`config.mk`:
```
export PLATFORM = sky130hd
export DESIGN_NAME = battle_turn_sequencer
export DESIGN_NICKNAME = d
export VERILOG_FILES = /design/src/rtl/battle_turn_sequencer_pkg.sv /design/src/rtl/battle_turn_sequencer_lfsr.sv /design/src/rtl/battle_turn_sequencer.sv
export SDC_FILE = /design/constraint.sdc
export NUM_CORES = 1
export LEC_CHECK = 0
export ABC_AREA = 1
export CORE_MARGIN = 4
export CORE_UTILIZATION = 43
export DETAILED_ROUTE_END_ITERATION = 7
export GPL_TIMING_DRIVEN = 0
export PLACE_DENSITY = 0.81
export SLEW_MARGIN = 20
export SYNTH_ARGS = -nofsm -noshare
export SYNTH_HDL_FRONTEND = slang
export SYNTH_SLANG_ARGS = --single-unit
```
`constraint.sdc`:
```
create_clock -name clk -period 2.1 [get_ports clk]
set_input_delay 0.315 -clock clk [delete_from_list [all_inputs] [get_ports clk]]
set_output_delay 0.315 -clock clk [all_outputs]
set_load 0.005 [all_outputs]
```
`src/rtl/battle_turn_sequencer_pkg.sv`:
```
// Shared choice codes, FSM state encodings and small helpers for the battle turn sequencer,
// the battle engine and the display logic.
package battle_turn_sequencer_pkg;

   typedef enum logic [1:0] {
      CH_DEFEND = 2'b00,
      CH_FIST   = 2'b01,
      CH_SWORD  = 2'b10,
      CH_BAT    = 2'b11
   } choice_e;

   typedef enum logic [2:0] {
      ST_IDLE     = 3'd0,
      ST_WAIT_P   = 3'd1,
      ST_P_STRIKE = 3'd2,
      ST_P_SETTLE = 3'd3,
      ST_E_THINK  = 3'd4,
      ST_E_STRIKE = 3'd5,
      ST_E_SETTLE = 3'd6,
      ST_DONE     = 3'd7
   } state_e;

   localparam int unsigned CNT_W    = 8;
   localparam logic [7:0]  TURN_MAX = 8'hFF;

   // Fibonacci form of x^8+x^6+x^5+x^4+1: taps on bits 7,5,4,3, shift toward the MSB.
   function automatic logic [7:0] lfsr8_next(input logic [7:0] s);
      return {s[6:0], s[7] ^ s[5] ^ s[4] ^ s[3]};
   endfunction

   // A weapon choice is only usable while that weapon has uses left.
   function automatic logic choice_legal(input logic [1:0] ch,
                                         input logic [4:0] sword,
                                         input logic [4:0] bat);
      return !((ch == CH_SWORD && sword == 5'd0) || (ch == CH_BAT && bat == 5'd0));
   endfunction

   // The enemy never stalls: an exhausted weapon falls back to a fist attack.
   function automatic logic [1:0] enemy_remap(input logic [1:0] raw,
                                              input logic [4:0] sword,
                                              input logic [4:0] bat);
      if (raw == CH_SWORD && sword == 5'd0) return CH_FIST;
      if (raw == CH_BAT && bat == 5'd0)     return CH_FIST;
      return raw;
   endfunction

endpackage

```
`src/rtl/battle_turn_sequencer_lfsr.sv`:
```
// Free-running 8-bit maximal-length LFSR used as the enemy's source of randomness.
module rpg_lfsr8
   import battle_turn_sequencer_pkg::*;
#(
   parameter logic [7:0] SEED = 8'hA5
) (
   input  logic       clk,
   input  logic       rst,
   output logic [7:0] lfsr
);

   logic [7:0] lfsr_q;
   logic [7:0] lfsr_d;

   always_comb begin
      lfsr_d = lfsr8_next(lfsr_q);
   end

   always_ff @(posedge clk) begin
      if (rst) lfsr_q <= SEED;
      else     lfsr_q <= lfsr_d;
   end

   assign lfsr = lfsr_q;

endmodule

```
`src/rtl/battle_turn_sequencer.sv`:
```
// Turn sequencer: turns a collision into alternating player/enemy strikes on the battle
// engine, pacing each strike with settle and think delays until a winner is reported.
module battle_turn_sequencer
   import battle_turn_sequencer_pkg::*;
#(
   parameter int         THINK_CYCLES  = 4,
   parameter int         SETTLE_CYCLES = 2,
   parameter logic [7:0] LFSR_SEED     = 8'hA5
) (
   input  logic       clk,
   input  logic       rst,
   input  logic       collision_detected,
   input  logic       btn_valid,
   input  logic [1:0] btn_choice,
   input  logic [4:0] player_remained_sword,
   input  logic [4:0] player_remained_baseballbat,
   input  logic [4:0] enemy_remained_sword,
   input  logic [4:0] enemy_remained_baseballbat,
   input  logic       player_win,
   input  logic       enemy_win,
   output logic [1:0] player_choice,
   output logic [1:0] enemy_choice,
   output logic       player_turn,
   output logic       attacker_turn,
   output logic       battle_active,
   output logic [7:0] turn_count
);

   localparam logic [CNT_W-1:0] SETTLE_INIT = CNT_W'(SETTLE_CYCLES);
   localparam logic [CNT_W-1:0] THINK_INIT  = CNT_W'(THINK_CYCLES);

   state_e           state_q, state_d;
   logic [CNT_W-1:0] cnt_q, cnt_d;
   logic [1:0]       pch_q, pch_d;
   logic [1:0]       ech_q, ech_d;
   logic [7:0]       tc_q, tc_d;
   logic [7:0]       lfsr;
   logic             any_win;
   logic             in_battle;
   logic             unused_lfsr;

   rpg_lfsr8 #(.SEED(LFSR_SEED)) u_lfsr (
      .clk  (clk),
      .rst  (rst),
      .lfsr (lfsr)
   );

   assign unused_lfsr = ^lfsr[7:2];
   assign any_win     = player_win | enemy_win;
   assign in_battle   = (state_q != ST_IDLE) && (state_q != ST_DONE);

   // Settle windows end at 1 so the engine gets exactly SETTLE_CYCLES after a strobe;
   // the think window runs down to 0 and makes the enemy decision on its last cycle.
   always_comb begin
      state_d       = state_q;
      cnt_d         = cnt_q;
      pch_d         = pch_q;
      ech_d         = ech_q;
      tc_d          = tc_q;
      player_turn   = 1'b0;
      attacker_turn = 1'b0;

      if (in_battle && !collision_detected) begin
         state_d = ST_IDLE;
         cnt_d   = '0;
         pch_d   = CH_DEFEND;
         ech_d   = CH_DEFEND;
      end else begin
         case (state_q)
            ST_IDLE: begin
               if (collision_detected) begin
                  state_d = ST_WAIT_P;
                  tc_d    = '0;
                  pch_d   = CH_DEFEND;
                  ech_d   = CH_DEFEND;
               end
            end
            ST_WAIT_P: begin
               if (btn_valid && choice_legal(btn_choice, player_remained_sword,
                                             player_remained_baseballbat)) begin
                  pch_d   = btn_choice;
                  state_d = ST_P_STRIKE;
               end
            end
            ST_P_STRIKE: begin
               player_turn = 1'b1;
               state_d     = ST_P_SETTLE;
               cnt_d       = SETTLE_INIT;
            end
            ST_P_SETTLE: begin
               if (cnt_q <= CNT_W'(1)) begin
                  if (any_win) begin
                     state_d = ST_DONE;
                  end else begin
                     state_d = ST_E_THINK;
                     cnt_d   = THINK_INIT;
                  end
               end else begin
                  cnt_d = cnt_q - CNT_W'(1);
               end
            end
            ST_E_THINK: begin
               if (cnt_q == '0) begin
                  ech_d   = enemy_remap(lfsr[1:0], enemy_remained_sword,
                                        enemy_remained_baseballbat);
                  state_d = ST_E_STRIKE;
               end else begin
                  cnt_d = cnt_q - CNT_W'(1);
               end
            end
            ST_E_STRIKE: begin
               attacker_turn = 1'b1;
               state_d       = ST_E_SETTLE;
               cnt_d         = SETTLE_INIT;
            end
            ST_E_SETTLE: begin
               if (cnt_q <= CNT_W'(1)) begin
                  if (any_win) begin
                     state_d = ST_DONE;
                  end else begin
                     state_d = ST_WAIT_P;
                     if (tc_q != TURN_MAX) tc_d = tc_q + 8'd1;
                  end
               end else begin
                  cnt_d = cnt_q - CNT_W'(1);
               end
            end
            ST_DONE: begin
               if (!collision_detected) state_d = ST_IDLE;
            end
            default: begin
               state_d = ST_IDLE;
            end
         endcase
      end
   end

   always_ff @(posedge clk) begin
      if (rst) begin
         state_q <= ST_IDLE;
         cnt_q   <= '0;
         pch_q   <= CH_DEFEND;
         ech_q   <= CH_DEFEND;
         tc_q    <= '0;
      end else begin
         state_q <= state_d;
         cnt_q   <= cnt_d;
         pch_q   <= pch_d;
         ech_q   <= ech_d;
         tc_q    <= tc_d;
      end
   end

   assign player_choice = pch_q;
   assign enemy_choice  = ech_q;
   assign battle_active = (state_q != ST_IDLE);
   assign turn_count    = tc_q;

endmodule

```
=== Word level (Yosys, flattened, before mapping) ===
Index checks and enable logic that the tools add are counted.

* Register bits: 31
* Input bits: 28
* Logic and storage cells: 107

* Add/sub/neg operators: 2
* Magnitude comparators: 1
* Equality and inequality tests: 24
* Multiplexer cells: 41
* Bitwise gates (word level): 5
* Reductions and logical operators: 28

{| class="wikitable"
|+ Operators by type and width
! kind !! number
|-
| $mux 8 || 8
|-
| $pmux 8 s4 || 1
|-
| $pmux 3 s8 || 1
|-
| $mux 3 || 7
|-
| $logic_not 5->1 || 4
|-
| $ne 2x2->1 const B || 10
|-
| $mux 2 || 8
|-
| $pmux 8 s2 || 1
|-
| $mux 1 || 13
|-
| $eq 3x3->1 const B || 4
|-
| $reduce_and 6->1 || 2
|-
| $add 8x1->8 const B || 1
|-
| $eq 2x2->1 const B || 4
|-
| $le 8x1->1 const B || 1
|-
| $logic_not 8->1 || 1
|-
| $ne 8x8->1 const B || 1
|-
| $pmux 2 s2 || 2
|-
| $sub 8x1->8 const B || 1
|-
| $logic_and 1x1->1 || 7
|-
| $eq 3x2->1 const B || 2
|-
| $ne 3x3->1 const B || 2
|-
| $reduce_and 3->1 || 2
|-
| $reduce_bool 2->1 || 3
|-
| $reduce_and 4->1 || 1
|-
| other kinds (10) || 14
|}

=== Logic depth before layout (Yosys ltp) ===
Gate-level depths: netlist of run 1.

* Depth in word-level cells: 14
* Mapped depth: 13
* Depth with buffers taken out: 12

=== Cells and area by module ===
From an unflattened synthesis of run 1, not the netlist that was laid out.

* Cells, all modules: 343
* Area, all modules: 2,068.2 µm²

{| class="wikitable"
|+ By module, submodules not included
! module !! times used !! cells each !! area each (µm²) !! seq. area each (µm²)
|-
| battle_turn_sequencer || 1 || 299 || 1,740.4 || 460.4
|-
| rpg_lfsr8 || 1 || 44 || 327.8 || 160.2
|}

=== Worst setup path after synthesis of run 1 ===
No wires, ideal clock.

* Path type: register -> register
* From: reg cnt_q[0]
* To: reg tc_q[5], in the netlist turn_count[5]
* Setup time: 0.132 ns
* Data arrival time: 1.349 ns
* Slack: 0.618 ns
* Stages on the path, launching flop included: 10
* Buffers on the path: 0
* Path through: dfxtp_1 inv_1 ha_1 nor2_1 nor2_1 nand2_2 a21oi_4 nand2_2 nand2_1 a21oi_1

* Word-level cells in the longest chain between the ends: 3

{| class="wikitable"
|+ RTL lines
! element !! line !! source
|-
| from (decl) || battle_turn_sequencer.sv:33 || <nowiki>logic [CNT_W-1:0] cnt_q, cnt_d;</nowiki>
|-
| from (signal assigned) || battle_turn_sequencer.sv:147 || <nowiki>cnt_q <= cnt_d;</nowiki>
|-
| $le 8x1->1 || battle_turn_sequencer.sv:117 || <nowiki>if (cnt_q <= CNT_W'(1)) begin</nowiki>
|-
| $ne 2x2->1 (no source line) || - ||
|-
| $reduce_and 6->1 (no source line) || - ||
|-
| to (signal assigned) || battle_turn_sequencer.sv:150 || <nowiki>tc_q <= tc_d;</nowiki>
|-
| to (decl) || battle_turn_sequencer.sv:36 || <nowiki>logic [7:0] tc_q, tc_d;</nowiki>
|}

Every way passes these cells.
A chain may end at the register's enable or synchronous reset.

=== Worst setup path after layout of run 1 ===
* From: in collision_detected
* To: out player_turn

* Word-level cells in the longest chain between the ends: 3

{| class="wikitable"
|+ RTL lines
! element !! line !! source
|-
| from (decl) || battle_turn_sequencer.sv:12 || <nowiki>input logic collision_detected,</nowiki>
|-
| $logic_not 1->1 || - ||
|-
| $logic_and 1x1->1 || battle_turn_sequencer.sv:63 || <nowiki>if (in_battle && !collision_detected) begin</nowiki>
|-
| $mux 1 || battle_turn_sequencer.sv:63 ||
|-
| to (decl) || battle_turn_sequencer.sv:23 || <nowiki>output logic player_turn,</nowiki>
|}

Every way passes these cells.

==> results.py, run 1 <==
metrics = {
    "outcome": {
        "status": "complete, no violations",
    },
    "layout": {
        "nets": 383,
        "area_growth_pct": 30.39,
        "antennaDiodeCount": 0,
        "layout_commonest_cell": "nand2_1",
        "nFillCells": 415,
        "drive_gt1_share_pct": 11.90,
        "final_cell_mix": "nand2_1 (72), nor2_1 (50), clkdlybuf4s50_1 (41)",
    },
    "synth": {
        "synthSimpleGateAreaFrac_pct": 44.63,
        "yosysWarningCount": 0,
        "yosys.area_share.xor_xnor_pct": 1.780,
        "syn_nets": 335,
        "synthAdderAreaFrac_pct": 1.907,
        "syn_area_per_cell_um2": 6.474,
        "syn_area_mm2": 0.001968,
        "synth_top_family_by_area": "simple AND/OR/NAND/NOR gates",
        "synth_top_area_cell": "dfxtp_1",
        "yosys.cell_types.count": 31,
        "synth.area.mux_share_pct": 0,
        "synthCells": 304,
        "synth_area_leaders": "dfxtp_1 (32%), nand2_1 (14%), nor2_1 (9.5%)",
        "synth_compound_area_share_pct": 10.30,
        "synth-seq-cells": 31,
        "netlist.area_leader.share_pct": 31.53,
        "yosysSeqAreaShare_pct": 31.53,
    },
    "placed_design": {
        "port-buffer-count": 41,
        "pre_cts_ws_ps": 46.46,
        "hpwl_um": 3705,
        "place_congestion": 0.8036,
    },
    "global_routing": {
        "grt_max_degree": 11,
        "antenna_found_initial": 0,
        "grt-ovfl-total": 0,
        "track_usage_pct": 18.69,
        "grt_pass1_wl_um": 8293,
        "first_global_vias": 1903,
    },
    "routing": {
        "num_vias": 2015,
        "drc": 0,
        "wire_per_inst_um": 12.08,
        "drt_first_pass_iters": 4,
        "vias_per_cell": 4.975,
        "drtAntennaViolNets": 0,
        "met2WireLength_um": 2449,
        "route.met3.wl_um": 217,
        "routed_wl_um": 4891,
        "top_layer": "met4",
        "wl_met1_um": 2167,
        "drt_iter0_markers": 112,
    },
    "power": {
        "p_sw_share_pct": 46.05,
        "p_sw_mw": 1.513,
        "power_frac_seq_pct": 24.8,
        "p_comb_share_pct": 56.4,
        "p_int_mw": 1.772,
        "power_frac_clock_pct": 18.8,
        "p_per_area_mw_per_mm2": 1280,
        "power.leakage_nw": 1.150,
        "vdd_ir_drop_max_uv": 501.3,
    },
    "die": {
        "io_pins": 43,
        "initial_core_util_pct": 44.89,
        "core_area_mm2": 0.004384,
        "die_w_um": 75.66,
        "die_area_mm2": 0.005724,
        "fp.dieH_um": 75.66,
        "rows": 24,
    },
    "sta": {
        "report.final.slew_viol_count": 0,
        "relSlewSlack_pct": 70.72,
        "skew_ps": 2.791,
        "finalHoldViolations": 0,
        "fmax_mhz": 498.3,
        "period_share_pct": 95.56,
        "grt_setup_unrepaired": "no",
        "setup_viol": 0,
        "worst_slew_pin_slew_ps": 439.2,
        "tns_ps": 0,
        "finalWorstSetupSlack_ps": 93.16,
        "fin_crit_ps": 2007,
    },
    "worst_setup_path": {
        "crit_family": "buffers and inverters",
        "crit_type": "in -> out",
        "worstPathRequired_ps": 1780,
        "crit_chain": "clkdlybuf4s50_1, inv_1, nor3_2, clkdlybuf4s50_1",
        "crit_arrival_ps": 1690,
        "cp_slowest_cell": "clkdlybuf4s50_1",
        "slowest_delay_ps": 530,
        "crit_buf_inv": 3,
        "worst_path_most_repeated_cell": "clkdlybuf4s50_1",
        "worstSetupStartpointType": "input port",
        "end_kind": "output pin",
        "cp_max_fo": 4,
    },
    "run": {
        "drv_cap": 0,
    },
    "clock_tree": {
        "clk_latency_ps": 290,
        "cts-root-buf": "clkbuf_8",
        "post_cts_buffers": 0,
        "cts_resized": 0,
        "cts_buffers": 5,
        "cts.sinks": 31,
        "clockBufferDepth": 2,
        "postCtsHoldBufs": 0,
        "h-tree-depth": 2,
        "cts_tree": "yes",
        "clk_pin_slew_ps": 70,
    },
    "hold_path": {
        "hp-class": "in -> reg",
    },
}
## state kept, by name (all words and copies together) (netlist names)
register and cells:
cnt_q 8, enemy_choice 2, player_choice 2, state_q 3, turn_count 8, u_lfsr.lfsr 8
## worst paths after layout
kind / from / endpoint / slack (ps) / cells past startpoint
worst max register to register: cnt_q[0] / turn_count[2] / 300 / 9
worst max-delay path: collision_detected / player_turn / 90 / 4
worst min register to register: u_lfsr.lfsr[6] / u_lfsr.lfsr[7] / 420 / 1
worst min-delay path: rst / turn_count[4] / 380 / 2
## metrics by stage
| step | power (mW) | hold WS (ps) | util (%) | instances | cell area [um^2] |
|---|---|---|---|---|---|
| final | 3.285 | 382.6 | 58.53 | 405 | 2566 |
| after global routing | 3.589 | 420.1 | 58.53 | 405 | 2566 |
| after CTS | 3.287 | 379.2 | 58.42 | 405 | 2561 |
| after detailed placement | 2.654 | 401.7 | 55.74 | 397 | 2444 |
| after global placement | 2.608 | 392.8 | 55.74 | 397 | 2444 |
| after floorplan | 2.209 | 388.3 | - | 304 | 1968 |
## synth_stat cells
master / number
nand3_1: 25
o21ai_1: 7
xor2_1: 1
inv_2: 5
nor3_1: 6
a21oi_1: 21
clkbuf_1: 2
nor2_2: 3
xnor2_1: 3
ha_1: 3
dfxtp_1: 31
inv_4: 2
inv_1: 31
nor2_1: 50
nand2_4: 2
or2_2: 4
a21oi_4: 1
o21ai_0: 6
o21bai_1: 1
nand3_2: 2
nor3b_1: 2
nand2_1: 72
clkinv_2: 1
nand4_1: 8
nand3b_1: 1
nor2_4: 1
nand3_4: 1
nor2_8: 2
o2111ai_1: 1
nand2_2: 6
buf_6: 3
## power groups by stage
| stage | clock network, mW | registers (mW) | logic (mW) |
|---|---|---|---|
| floorplan | 0 | 0.809 | 1.40 |
| global placement | 0 | 0.822 | 1.79 |
| detailed placement | 0 | 0.827 | 1.83 |
| CTS | 0.627 | 0.816 | 1.84 |
| global route | 0.655 | 0.833 | 2.10 |
| finish | 0.617 | 0.815 | 1.85 |
## metal layers
layer	up-vias	global-route usage, %
li1	1066	-
met1	902	23.29
met2	41	31.93
met3	6	4.090
met4	0	6.214
met5	-	0
## logic make-up after synthesis
logic type	Yosys count
simple gates	185
compound gates	37
xor+xnor	4
flops	31
buf+inv	44
fa+ha+maj	3
## cell type report
type / count / area, um^2 / share of cell area [%]
multi-input cells: 229 / 1159 / 45.15
inverters: 39 / 152.6 / 5.948
clock buffers: 6 / 82.58 / 3.218
well taps: 52 / 65.06 / 2.535
clock inverters: 2 / 35.03 / 1.365
repair buffers: 41 / 410.4 / 15.99
flip-flops and latches: 31 / 620.6 / 24.18
plain buffers: 5 / 41.29 / 1.609
(Power assumes the default switching activity.)
==> inputs of run 2 (changes only) <==
Clock period 2.1 ns to 2.25 ns, I/O delays scaled along.
==> results.py, run 2 (synthesis results as in run 1) <==
metrics = {
    "layout": {
        "antennaDiodeCount": 0,
        "final_cell_mix": "nand2_1 (72), nor2_1 (50), clkdlybuf4s50_1 (41)",
        "nets": 383,
        "nFillCells": 416,
        "layout_commonest_cell": "nand2_1",
        "drive_gt1_share_pct": 11.61,
        "utilization_pct": 58.42,
        "area_growth_pct": 30.13,
    },
    "worst_setup_path": {
        "cp_max_fo": 4,
        "worstSetupStartpointType": "input port",
        "crit_arrival_ps": 1810,
        "r2r_slack_ps": 460,
        "worstPathRequired_ps": 1910,
        "end_kind": "output pin",
        "crit_type": "in -> out",
        "r2r_start": "cnt_q[0]",
        "crit_start": "collision_detected",
    },
    "global_routing": {
        "grt_max_degree": 11,
        "grt-ovfl-total": 0,
        "track_usage_pct": 18.69,
        "grt_pass1_wl_um": 8293,
        "first_global_vias": 1903,
        "antenna_found_initial": 0,
    },
    "placed_design": {
        "port-buffer-count": 41,
        "hpwl_um": 3705,
        "place_congestion": 0.8036,
        "pre_cts_ws_ps": 151.5,
    },
    "power": {
        "p_per_area_mw_per_mm2": 1194,
        "power.leakage_nw": 1.148,
        "vdd_ir_drop_max_uv": 466.3,
    },
    "die": {
        "die_area_mm2": 0.005724,
        "die_w_um": 75.66,
        "io_pins": 43,
        "initial_core_util_pct": 44.89,
        "core_area_mm2": 0.004384,
        "fp.dieH_um": 75.66,
        "rows": 24,
    },
    "outcome": {
        "status": "complete, no violations",
    },
    "sta": {
        "grt_setup_unrepaired": "no",
        "fin_crit_ps": 2146,
        "finalWorstSetupSlack_ps": 103.6,
        "skew_ps": 2.604,
        "worst_slew_pin_slew_ps": 439.0,
        "relSlewSlack_pct": 70.73,
        "setup_viol": 0,
        "tns_ps": 0,
        "finalHoldViolations": 0,
        "fmax_mhz": 465.9,
        "report.final.slew_viol_count": 0,
        "period_share_pct": 95.40,
    },
    "clock_tree": {
        "postCtsHoldBufs": 0,
        "post_cts_buffers": 0,
        "cts_resized": 0,
        "cts_buffers": 5,
        "h-tree-depth": 2,
        "cts.sinks": 31,
        "cts_tree": "yes",
        "clockBufferDepth": 2,
        "cts-root-buf": "clkbuf_8",
        "clk_latency_ps": 280,
        "clk_pin_slew_ps": 70,
    },
    "hold_path": {
        "hp-class": "in -> reg",
        "hp-start": "rst",
    },
    "routing": {
        "drtAntennaViolNets": 0,
        "routed_wl_um": 4870,
        "drt_first_pass_iters": 4,
        "drc": 0,
        "vias_per_cell": 4.923,
        "num_vias": 1994,
        "drt_iter0_markers": 105,
        "wire_per_inst_um": 12.02,
    },
    "run": {
        "drv_cap": 0,
    },
}
[run 2: metrics by stage]
| stage | power (mW) | instance area (um^2) | hold WS, ps | cells |
|---|---|---|---|---|
| 2_1_floorplan | 2.062 | 1968 | 388.3 | 304 |
| 3_3_place_gp | 2.434 | 2444 | 392.8 | 397 |
| 3_5_place_dp | 2.477 | 2444 | 401.7 | 397 |
| 4_1_cts | 3.068 | 2561 | 401.7 | 405 |
| 5_1_grt | 3.348 | 2561 | 435.9 | 405 |
| 6_report | 3.058 | 2561 | 405.5 | 405 |
[run 2: path summary, 6_finish.rpt]
path | endpoint | depth (start not counted)
max | player_turn | 4
min | turn_count[4] | 2
max reg2reg | turn_count[2] | 9
min reg2reg | u_lfsr.lfsr[7] | 1
[run 2: power breakdown]
group,switching [mW],internal [mW]
logic,1.10,0.624
registers,0.0882,0.671
clock network,0.216,0.358
total,1.40,1.65
[run 2: area by class of cell]
| class | count | area, um^2 | share of cell area (%) |
|---|---|---|---|
| clock inverters | 2 | 35.03 | 1.368 |
| repair buffers | 41 | 410.4 | 16.02 |
| plain buffers | 5 | 41.29 | 1.612 |
| well taps | 52 | 65.06 | 2.540 |
| flip-flops and latches | 31 | 620.6 | 24.23 |
| multi-input cells | 229 | 1154 | 45.04 |
| inverters | 39 | 152.6 | 5.960 |
| clock buffers | 6 | 82.58 | 3.224 |
[run 2: worst max-delay path, cell delays in order]
cell             delay, ps
clkdlybuf4s50_1        510
inv_1                  120
nor3_1                 280
clkdlybuf4s50_1        550
[run 2: layer usage]
metal	GRT usage (%)	share of wire, %
met1	23.29	44
met2	31.93	49
met3	4.090	5.1
met4	6.214	1.2
met5	0	0
==> inputs of run 3 (changes only) <==
Settings changed: CAP_MARGIN from default to 25, CORE_UTILIZATION 43 to 25, PLACE_DENSITY 0.81 to 0.56.
==> results.py, run 3 (synthesis results as in run 1) <==
metrics = {
    "placed_design": {
        "pre_cts_ws_ps": 192.8,
        "dpl.cell_count": 447,
        "port-buffer-count": 41,
        "hpwl_um": 3758,
        "place_congestion": 0.8203,
    },
    "die": {
        "die_w_um": 96.73,
        "rows": 32,
        "die_area_mm2": 0.009356,
        "io_pins": 43,
        "initial_core_util_pct": 25.60,
        "fp.dieH_um": 96.73,
        "core_area_mm2": 0.007687,
    },
    "run": {
        "drv_cap": 0,
    },
    "worst_setup_path": {
        "worstRegToRegCells": 9,
        "r2r_start": "cnt_q[0]",
        "cp_max_fo": 4,
        "end_kind": "output pin",
        "worstPathRequired_ps": 1910,
        "crit_arrival_ps": 1730,
        "r2r_slack_ps": 440,
        "crit_start": "collision_detected",
        "worstSetupStartpointType": "input port",
        "crit_type": "in -> out",
        "r2r-end": "turn_count[6]",
        "endpoint": "player_turn",
    },
    "power": {
        "p_per_area_mw_per_mm2": 1168,
        "power.leakage_nw": 1.145,
        "vdd_ir_drop_max_uv": 433.8,
    },
    "sta": {
        "finalWorstSetupSlack_ps": 180.7,
        "worst_slew_pin_slew_ps": 490.9,
        "skew_ps": 6.123,
        "period_share_pct": 91.97,
        "fin_crit_ps": 2069,
        "finalHoldViolations": 0,
        "setup_viol": 0,
        "relSlewSlack_pct": 67.27,
        "fmax_mhz": 483.3,
        "report.final.slew_viol_count": 0,
        "grt_setup_unrepaired": "no",
        "tns_ps": 0,
    },
    "clock_tree": {
        "clk_latency_ps": 290,
        "postCtsHoldBufs": 0,
        "cts_resized": 0,
        "cts.sinks": 31,
        "clockBufferDepth": 2,
        "post_cts_buffers": 0,
        "h-tree-depth": 2,
        "cts_tree": "yes",
        "clk_pin_slew_ps": 70,
        "cts-root-buf": "clkbuf_8",
        "cts_buffers": 5,
    },
    "layout": {
        "layout_commonest_cell": "nand2_1",
        "nets": 383,
        "stdcell_count": 455,
        "final_cell_mix": "nand2_1 (72), nor2_1 (50), clkdlybuf4s50_1 (41)",
        "antennaDiodeCount": 0,
        "seqCellArea_um2": 620.6,
        "drive_gt1_share_pct": 11.61,
        "nFillCells": 855,
        "area_growth_pct": 33.06,
        "multi_input_area_mm2": 0.001154,
        "utilization_pct": 34.07,
    },
    "hold_path": {
        "hp-class": "in -> reg",
    },
    "global_routing": {
        "antenna_found_initial": 0,
        "track_usage_pct": 10.53,
        "first_global_vias": 1899,
        "grt_pass1_wl_um": 8349,
        "grt-ovfl-total": 0,
        "grt_max_degree": 12,
    },
    "routing": {
        "wire_per_inst_um": 10.76,
        "drt_first_pass_iters": 4,
        "routed_wl_um": 4896,
        "drc": 0,
        "vias_per_cell": 4.415,
        "drtAntennaViolNets": 0,
        "drt_iter0_markers": 66,
        "num_vias": 2009,
    },
    "outcome": {
        "status": "complete, no violations",
    },
}
## run 3: changes by cell type in the layout (fill, tap and decap cells not counted), sizes merged
cell / previous run / this run
clkbuf: 8 / 7
clkinv: 2 / 3
## run 3: area by class of cell
type | count | area share (%)
plain buffers | 5 | 1.577
clock buffers | 5 | 2.628
clock inverters | 3 | 1.672
inverters | 39 | 5.829
multi-input cells | 229 | 44.05
flip-flops and latches | 31 | 23.70
well taps | 102 | 4.873
repair buffers | 41 | 15.67
## run 3: worst min-delay path by stage
stage	to	cells past startpoint	startpoint	slack (ps)
floorplan	u_lfsr.lfsr[3]	2	u_lfsr.lfsr[2]	390
global placement	u_lfsr.lfsr[7]	1	u_lfsr.lfsr[6]	390
detailed placement	u_lfsr.lfsr[7]	1	u_lfsr.lfsr[6]	390
CTS	turn_count[4]	2	rst	410
global route	u_lfsr.lfsr[7]	1	u_lfsr.lfsr[6]	430
finish	turn_count[4]	2	rst	410
## run 3: metrics by stage
step	hold slack (ps)	area, um^2	power [mW]
after detailed placement	394.6	2506	2.496
after CTS	406.7	2619	3.080
after global routing	425.9	2619	3.374
after global placement	390.7	2506	2.484
after floorplan	388.3	1968	2.062
final	407.9	2619	3.057
## run 3: metal layers
layer	routed length [um]	up-vias	track usage [%]	part of all wire (%)
li1	-	1074	-	-
met1	2365	882	13.59	48
met2	2141	46	16.83	44
met3	314	7	3.028	6.4
met4	74	0	3.564	1.5
met5	0	-	0	0
## run 3: where the power goes
part           switching [mW]  internal, mW
Sequential             0.0876         0.671
Combinational            1.12         0.625
Clock                   0.227         0.329
Total                    1.43          1.63
## run 3: worst max-delay path, stage by stage
cell             delay [ps]
clkdlybuf4s50_1         510
inv_1                   110
nor3_1                  220
clkdlybuf4s50_1         550
